**src/rtl/button_debounce_if.sv**
```systemverilog
// Button debounce interface: the raw button level in, the debounced press pulse out.
interface button_debounce_if;
  logic btn_in;
  logic btn_pressed;

  // The board or bench drives the button; the debouncer returns the press pulse.
  modport master (output btn_in, input btn_pressed);
  modport slave  (input btn_in, output btn_pressed);
endinterface

```
**src/rtl/button_debounce.sv**
```systemverilog
// Button debouncer: a synchronizer chain, then a stability window.
// A one-cycle pulse is emitted for each debounced press. Releases emit nothing.
//
// state       | meaning
// ------------+------------------------------------------------
// ST_RELEASED | debounced button level is 0 (not pressed)
// ST_PRESSED  | debounced button level is 1 (pressed and held)
module button_debounce #(
  parameter int STABLE_CYCLES = 100000,
  parameter int SYNC_STAGES   = 2
) (
  input logic               clk,
  input logic               rst_n,   // active-high asynchronous reset, despite the name
  button_debounce_if.slave  bus
);

  localparam int CW = $clog2(STABLE_CYCLES + 1);
  localparam logic [CW-1:0] LAST = CW'(STABLE_CYCLES - 1);

  typedef enum logic {ST_RELEASED = 1'b0, ST_PRESSED = 1'b1} state_t;

  logic [SYNC_STAGES-1:0] sync_q;
  logic                   sync;
  logic                   differs;
  state_t                 state;
  logic [CW-1:0]          count;
  logic                   pressed;

  // Metastability chain; only the last flop feeds the filter.
  always_ff @(posedge clk or posedge rst_n) begin
    if (rst_n) begin
      sync_q <= '0;
    end else begin
      sync_q <= {sync_q[SYNC_STAGES-2:0], bus.btn_in};
    end
  end

  assign sync    = sync_q[SYNC_STAGES-1];
  assign differs = (sync != (state == ST_PRESSED));

  // Stability window and debounced state. Any agreeing cycle restarts the window.
  // The count is cleared when it reaches LAST, so it never wraps.
  always_ff @(posedge clk or posedge rst_n) begin
    if (rst_n) begin
      state   <= ST_RELEASED;
      count   <= '0;
      pressed <= 1'b0;
    end else begin
      pressed <= 1'b0;
      if (!differs) begin
        count <= '0;
      end else if (count == LAST) begin
        count <= '0;
        case (state)
          ST_RELEASED: begin
            state   <= ST_PRESSED;
            pressed <= 1'b1;
          end
          ST_PRESSED: begin
            state <= ST_RELEASED;
          end
          default: begin
            state <= ST_RELEASED;
          end
        endcase
      end else begin
        count <= count + CW'(1);
      end
    end
  end

  assign bus.btn_pressed = pressed;

endmodule

```
**src/flat_wrapper.sv**
```systemverilog
// flat-port wrapper written by rule: the top's interface ports become plain ports
module button_debounce_flat 
#(
  parameter int STABLE_CYCLES = 100000,
  parameter int SYNC_STAGES   = 2
)
  (clk, rst_n, bus_btn_in, bus_btn_pressed);
  button_debounce_if bus_i ();
  input logic clk;
  input logic rst_n;
  input wire logic [$bits(bus_i.btn_in)-1:0] bus_btn_in;
  output wire logic [$bits(bus_i.btn_pressed)-1:0] bus_btn_pressed;
  assign bus_i.btn_in = bus_btn_in;
  assign bus_btn_pressed = bus_i.btn_pressed;
  button_debounce #(.STABLE_CYCLES(STABLE_CYCLES), .SYNC_STAGES(SYNC_STAGES)) u_core (.clk(clk), .rst_n(rst_n), .bus(bus_i));
endmodule
```
**config.mk**
```make
export PLATFORM = sky130hd
export DESIGN_NAME = button_debounce_flat
export DESIGN_NICKNAME = d
export VERILOG_FILES = /design/src/rtl/button_debounce_if.sv /design/src/rtl/button_debounce.sv /design/src/flat_wrapper.sv
export SDC_FILE = /design/constraint.sdc
export NUM_CORES = 1
export LEC_CHECK = 0
export CORE_ASPECT_RATIO = 1.1
export CORE_UTILIZATION = 56
export CTS_CLUSTER_DIAMETER = 80
export DETAILED_ROUTE_END_ITERATION = 10
export HOLD_SLACK_MARGIN = 0.03
export PLACE_DENSITY = 0.8
export SYNTH_ARGS = -nofsm -noshare
export SYNTH_HDL_FRONTEND = slang
export SYNTH_SLANG_ARGS = --single-unit
```
**constraint.sdc**
```tcl
create_clock -name clk -period 1.9 [get_ports clk]
set_clock_uncertainty 0.15 [all_clocks]
set_input_delay 0.38 -clock clk [delete_from_list [all_inputs] [get_ports clk]]
set_output_delay 0.38 -clock clk [all_outputs]
set_load 0.01 [all_outputs]
```
# ---- Word-level counts from Yosys, hierarchy flattened
# Index checks and enable logic that the tools add are counted.
dict set report word_totals {
  reg_bits 21
  in_bits 3
  out_inout_bits 1
}
dict set report classes {
  bitwise 1
  n_mux 6
  add_sub_neg 1
  eq_ne 2
  n_reduce_logical 1
}
# cell n
set ops {}
lappend ops {{2-to-1 mux 17 bit} 2}
lappend ops {{adder 17 x 1 -> 17 bit (second input constant)} 1}
lappend ops {{== test 17 bit (second input constant)} 1}
lappend ops {{2-to-1 mux 1 bit} 3}
lappend ops {{case mux 1 bit (2 select lines)} 1}
lappend ops {{AND reduction 2 bit} 1}
lappend ops {{!= test 1 bit} 1}
lappend ops {{NOT 1 bit} 1}

# ---- Longest topological paths before layout
# Gate-level depths: netlist (run 1).
dict set report logic_depth {
  depth_word 3
  mapped_depth 6
}

# ---- Worst setup path before layout (run 1)
# Ideal clock, no wire load.
dict set report synth_path {
  kind {register -> register}
  from {reg u_core.count[0]}
  to {reg u_core.count[10]}
  arrival_time_ns 1.478
  stages_incl_launch_ff 7
  n_path_buf 1
  setup_time_ns 0.121
  synth_period_minus_slack_ns 1.749
  setup_slack_ns 0.151
  path_cell_list {dfrtp_1 > ha_1 > and4_2 > nand4_1 > nand2_1 > buf_2 > nor2_1}
}
dict set report synth_via {
  elab_chain_len 3
  elab_cells_between_ends 4
  classes_between {add/sub (1); eq/ne (1); mux (2)}
}
# element line_no
set synth_lines {}
lappend synth_lines {{from (decl)} button_debounce.sv:26} ;# logic [CW-1:0] count;
lappend synth_lines {{from (signal assigned)} button_debounce.sv:67} ;# count <= count + CW'(1);
lappend synth_lines {{adder 17 x 1 -> 17 bit or == test 17 bit (tied branches)} {button_debounce.sv:67, button_debounce.sv:52}}
lappend synth_lines {{2-to-1 mux 17 bit (*)} button_debounce.sv:52} ;# end else if (count == LAST) begin
lappend synth_lines {{2-to-1 mux 17 bit (*)} button_debounce.sv:50} ;# if (!differs) begin
# Every way passes the cells marked *; elsewhere a longest branch is shown, timed or not.
# A chain may end at the register's enable or synchronous reset.

# ---- Worst setup path in the final report (run 1)
dict set report layout_path {
  from {reg u_core.count[0]}
  to {reg u_core.count[16]}
}
# The elaborated chain is that of the path after synthesis.

==> impl_metrics.toml, run 1 <==
[clocking]
clock-sinks = 21
cts_setup_buffers = 0
cts_made_buffers = 3
cts_max_level = 1
clk_path_buf_depth = 2
cts.clk_slew.worst_paths_ns = 0.12
root_buffer = "clkbuf_4"
clock_latency_ns = 0.31
cts_tree = "built"

[finish]
multiInputGateArea_um2 = 452
fillCellCount = 131
diodes = 0
syn2layout_area_growth_pct = 9.18
drive_gt1_frac = 0.149
seqCellArea_um2 = 526
nets = 106

[setup_path]
start_kind = "flip-flop"
arrival_ns = 1.89
cp.required_ns = 1.99
cp_max_fo = 5
cp-end-kind = "flip-flop"
critPathKind = "reg2reg"

[sta]
period_minus_slack_ns = 1.80
setup_viol = 0
slew_violations = 0
max_slew_margin = 0.787
tightest_slew_ns = 0.316
rsz0062_at_grt = "no"
hold_viol_final = 0
period_share = 0.947
fin_tns_setup_ns = 0
fin_ws_ns = 0.102
max_freq_ghz = 0.556

[routing]
antenna_left = 0
totalWireLength_mm = 1.74
drt-initial-drc-count = 19
wl_per_cell_um = 14.7
dr.pass1.iters = 4
via_per_inst = 6.02
drc = 0
vias = 710

[floorplanning]
start_util = 0.616
core_um2 = 1610
die_w_um = 42.2
die-area_um2 = 1950
num_rows = 15
fp.dieH_um = 46.2
io_pins = 4

[placed_design]
dp_hpwl_mm = 1.25
gp_congestion = 0.846
port_buffers = 3
pre_cts_slack_ns = 0.114

[power_and_ir_drop]
switchingPower_mw = 0.166
power_frac_comb = 0.046
p_clk_frac = 0.305
swShare = 0.233
leakage_nw = 0.456
p_int_mw = 0.547
ir_drop_v = 0.000467
pwr-share-seq = 0.649
powerDensity_nw_per_um2 = 656

[global_route]
use_met1 = 0.227
use_met3 = 0.0549
overflow = 0
grt_pass1_vias = 673
grt_pass1_wl_mm = 2.83
grt_max_degree = 22
antenna_found_initial = 0
track_usage = 0.196
met2_usage = 0.332
grt_busiest_layer = "met2"

[synth]
synth_top_flop_cell = "dfrtp_1"
netlist.area_leader.share = 0.528
syn-num-nets = 97
yosys_register_bits = 21
synth-async-reset-ratio = 1.00
avgSynthCellArea_um2 = 10.7
synthTopCellsByArea = "dfrtp_1, xor2_1, nor2_1"
yosysMostFrequentCell = "dfrtp_1"
ys_warn_count = 0
ys_seq_area_frac = 0.528
synth_common_cells = "dfrtp_1, nor2_1, xor2_1, nand4_1, nand3_1"
synth_top_area_cell = "dfrtp_1"
netlist_instances = 93
synth_area_um2 = 995
synth_edf_count = 0
synth_cell_type_count = 28

[run_status]
status = "completed"

[job]
drv_cap = 0

[worst_hold_path]
hold_class = "reg2reg"
## stage by stage
step           power [mW]  hold WS (ns)   util  area, um^2  instances
2_1_floorplan       0.488         0.181      -         995         93
6_report            0.713         0.224  0.673        1090        118
3_3_place_gp        0.502         0.192  0.654        1060        114
5_1_grt             0.732         0.231  0.673        1090        118
4_1_cts             0.715         0.229  0.671        1080        118
3_5_place_dp        0.504         0.200  0.654        1060        114
## path summary, 6_finish.rpt
path | startpoint | end | slack, ns | cells past startpoint
setup / recovery | u_core.count[0] | u_core.count[16] | 0.10 | 5
hold / removal | u_core.sync_q[0] | u_core.sync_q[1] | 0.22 | 0
setup reg to reg | u_core.count[0] | u_core.count[16] | 0.10 | 5
hold reg to reg | u_core.sync_q[0] | u_core.sync_q[1] | 0.22 | 0
max in group asynchronous | rst_n | u_core.count[6] | 1.16 | 3
min in group asynchronous | rst_n | u_core.count[8] | 0.23 | 3
## per-layer routing
layer	part of all wire	wire length [um]	vias up
li1	-	-	349
met1	0.47	810	341
met2	0.48	831	12
met3	0.030	52	8
met4	0.026	46	0
met5	0	0	-
## power by group through the flow
stage / clock network [mW] / registers [mW] / logic, mW
after global placement: 0 / 0.470 / 0.0327
after detailed placement: 0 / 0.471 / 0.0330
final: 0.218 / 0.462 / 0.0330
after floorplan: 0 / 0.469 / 0.0195
after global routing: 0.231 / 0.463 / 0.0378
after CTS: 0.220 / 0.462 / 0.0333
## repair_timing
action | in CTS | in global routing
hold endpoints to repair | 0 | 0
hold buffers | 0 | 0
setup endpoints to repair | 0 | 1
resized for setup | 0 | 1
## sequential cells by signal, indices dropped and copies added (netlist names)
register                flops
u_core.state                1
u_core.bus.btn_pressed      1
u_core.sync_q               2
u_core.count               17
## critical path, stage by stage (launching register included)
cell and delay [ns]:
dfrtp_1 0.43, ha_2 0.23, and4_2 0.27, nand3_1 0.10, or4_1 0.41, a21oi_1 0.15
## area by class of cell
cell class | instances | area share
Clock buffer | 3 | 0.0207
Multi-Input combinational cell | 68 | 0.416
Clock inverter | 1 | 0.00461
Sequential cell | 21 | 0.484
Timing Repair Buffer | 6 | 0.0484
Inverter | 2 | 0.00691
Tap cell | 17 | 0.0196
## cells by family (layout without fill, tap and decap cells)
kind of cell / after synthesis / in the layout / synth area share
AND/OR/NAND/NOR: 48 / 48 / 0.275
flip-flops: 21 / 21 / 0.528
XOR/XNOR: 14 / 14 / 0.123
AO/OA/AOI/OAI: 4 / 4 / 0.0289
buffers and inverters: 4 / 12 / 0.0201
adder cells (fa/ha/maj): 1 / 1 / 0.0126
multiplexers: 1 / 1 / 0.0113
## cell usage in the layout, fill, tap and decap left out
| cell type | Yosys | routed |
|---|---|---|
| dfrtp_1 | 21 | 21 |
| nor2_1 | 15 | 15 |
| xor2_1 | 9 | 9 |
| nand4_1 | 8 | 8 |
| nand3_1 | 6 | 6 |
| xnor2_1 | 5 | 5 |
| nand2_1 | 4 | 4 |
| clkbuf_4 | 0 | 3 |
| clkdlybuf4s50_1 | 0 | 3 |
| buf_4 | 1 | 3 |
| o31ai_1 | 2 | 2 |
| nor4b_1 | 2 | 2 |
| nor4_1 | 2 | 2 |
| inv_1 | 2 | 2 |
| and4_4 | 1 | 1 |
| and3_2 | 1 | 1 |
| nand3_2 | 1 | 1 |
| or4_4 | 1 | 1 |
| and4b_1 | 1 | 1 |
| and4_2 | 1 | 1 |
| a21oi_2 | 1 | 1 |
| nor3_1 | 1 | 1 |
| or3_1 | 1 | 1 |
| and3_1 | 1 | 1 |
| or4_1 | 1 | 1 |
| a21oi_1 | 1 | 1 |
| nor3b_1 | 1 | 1 |
| mux2_2 | 1 | 1 |
| ha_2 | 0 | 1 |
| clkinv_2 | 0 | 1 |
(Power assumes the default switching activity.)
==> run 2: changes to the inputs <==
PLACE_DENSITY = 0.74   (was 0.8)
==> run 2 against run 1 <==
  * Critical path depth did not move
  * Routed wire length rose by 10%
  * Non-clock buffer count rose by 2
  * Design area rose by 1.3%
  * Global-route usage rose by 2.3 points
  * Clock power barely moved
  * First-iteration DRC count fell by 42%
  * Sequential share of layout area fell by 0.61 points
  * Power rose by 0.55%
  * Utilization rose by 0.85 points
  * Hold slack got worse by 0.012 ns
  * Die area did not move
  * Critical path type unchanged
==> impl_metrics.toml, run 2 (same netlist as run 1, synthesis figures left out) <==
[setup_path]
cp.required_ns = 1.99
cp-end-kind = "flip-flop"
cp_max_fo = 4
critPathKind = "reg2reg"
start_kind = "flip-flop"
arrival_ns = 1.94

[global_route]
overflow = 0
grt_pass1_wl_mm = 3.00
antenna_found_initial = 0
grt_pass1_vias = 695
track_usage = 0.219
grt_max_degree = 22

[finish]
layout_common_cells = "dfrtp_1, nor2_1, xor2_1, nand4_1, nand3_1"
fillCellCount = 121
final_util = 0.681
syn2layout_area_growth_pct = 10.6
drive_gt1_frac = 0.155
nets = 108
finalNonFillerCells = 120
reg_top3 = "u_core.count x17, u_core.sync_q x2"
diodes = 0
max_flop_register = "u_core.count"
final_common_cell = "dfrtp_1"
largest_reg_flops = 17

[clocking]
cts.clk_slew.worst_paths_ns = 0.11
clk_path_buf_depth = 2
clock-sinks = 21
cts_made_buffers = 3
cts_max_level = 1
root_buffer = "clkbuf_4"
cts_tree = "built"
clock_latency_ns = 0.31

[power_and_ir_drop]
powerDensity_nw_per_um2 = 652
ir_drop_v = 0.000628
p_clk_frac = 0.300
pwr-share-seq = 0.646
p_int_mw = 0.554
leakage_nw = 0.463
swShare = 0.227
switchingPower_mw = 0.163
power_frac_comb = 0.054

[routing]
drc = 0
antenna_left = 0
drt-initial-drc-count = 11
via_per_inst = 6.15
dr.pass1.iters = 4
vias = 738
wl_per_cell_um = 16.0
totalWireLength_mm = 1.92

[sta]
tightest_slew_ns = 0.303
period_share = 0.969
slew_violations = 0
max_freq_ghz = 0.543
hold_viol_final = 0
setup_viol = 0
period_minus_slack_ns = 1.84
max_slew_margin = 0.795

[floorplanning]
start_util = 0.616
core_um2 = 1610
die_w_um = 42.2
num_rows = 15
io_pins = 4
fp.dieH_um = 46.2
die-area_um2 = 1950

[worst_hold_path]
hold_class = "reg2reg"

[run_status]
status = "completed"

[placed_design]
port_buffers = 3
dp_hpwl_mm = 1.30
placed_cells = 114
gp_congestion = 0.805

[job]
drv_cap = 0
[run 2: per-stage QoR]
stage                     TNS, ns  power (mW)  worst slack, ns  hold slack (ns)  instance area (um^2)
after global placement          0       0.503            0.173            0.185                  1060
after global routing      -0.0102       0.743          -0.0102            0.220                  1100
after detailed placement        0       0.504           0.0852            0.189                  1060
after CTS                       0       0.716           0.0650            0.216                  1080
final                           0       0.717           0.0585            0.211                  1100
after floorplan                 0       0.488            0.151            0.181                   995
[run 2: worst max-delay path, cell delays in order, from the launching register on]
cell     delay (ns)
dfrtp_1        0.43
ha_2           0.25
and4_2         0.28
nand3_1        0.10
or4_1          0.41
a21oi_1        0.15
[run 2: metal layers]
layer	GRT usage	wire [um]	vias up
li1	-	-	357
met1	0.259	881	367
met2	0.372	961	8
met3	0.0353	33	6
met4	0.150	42	0
met5	0	0	-
[run 2: final timing paths]
| path | cells past startpoint | slack [ns] | endpoint | startpoint |
|---|---|---|---|---|
| setup / recovery | 5 | 0.06 | u_core.count[16] | u_core.count[1] |
| hold / removal | 0 | 0.21 | u_core.sync_q[1] | u_core.sync_q[0] |
| setup reg to reg | 5 | 0.06 | u_core.count[16] | u_core.count[1] |
| hold reg to reg | 0 | 0.21 | u_core.sync_q[1] | u_core.sync_q[0] |
| max in group asynchronous | 3 | 1.15 | u_core.state | rst_n |
| min in group asynchronous | 3 | 0.24 | u_core.count[1] | rst_n |
[run 2: what timing repair did]
action	4_1_cts	5_1_grt
resized for setup	0	1
setup endpoints to repair	0	16
hold buffers	0	0
buffers inserted	0	2
[run 2: power by group through the flow]
stage	Combinational [mW]	Clock (mW)	Sequential, mW
after floorplan	0.0195	0	0.469
after global placement	0.0335	0	0.470
after detailed placement	0.0330	0	0.471
after CTS	0.0332	0.221	0.462
after global routing	0.0436	0.235	0.464
final	0.0387	0.215	0.463
[run 2: area by class of cell]
cell class,instances,area (um^2),area share
Sequential cell,21,526,0.478
Multi-Input combinational cell,68,452,0.411
Timing Repair Buffer,8,67.6,0.0614
Clock buffer,4,26.3,0.0239
Tap cell,17,21.3,0.0193
Inverter,2,7.51,0.00683
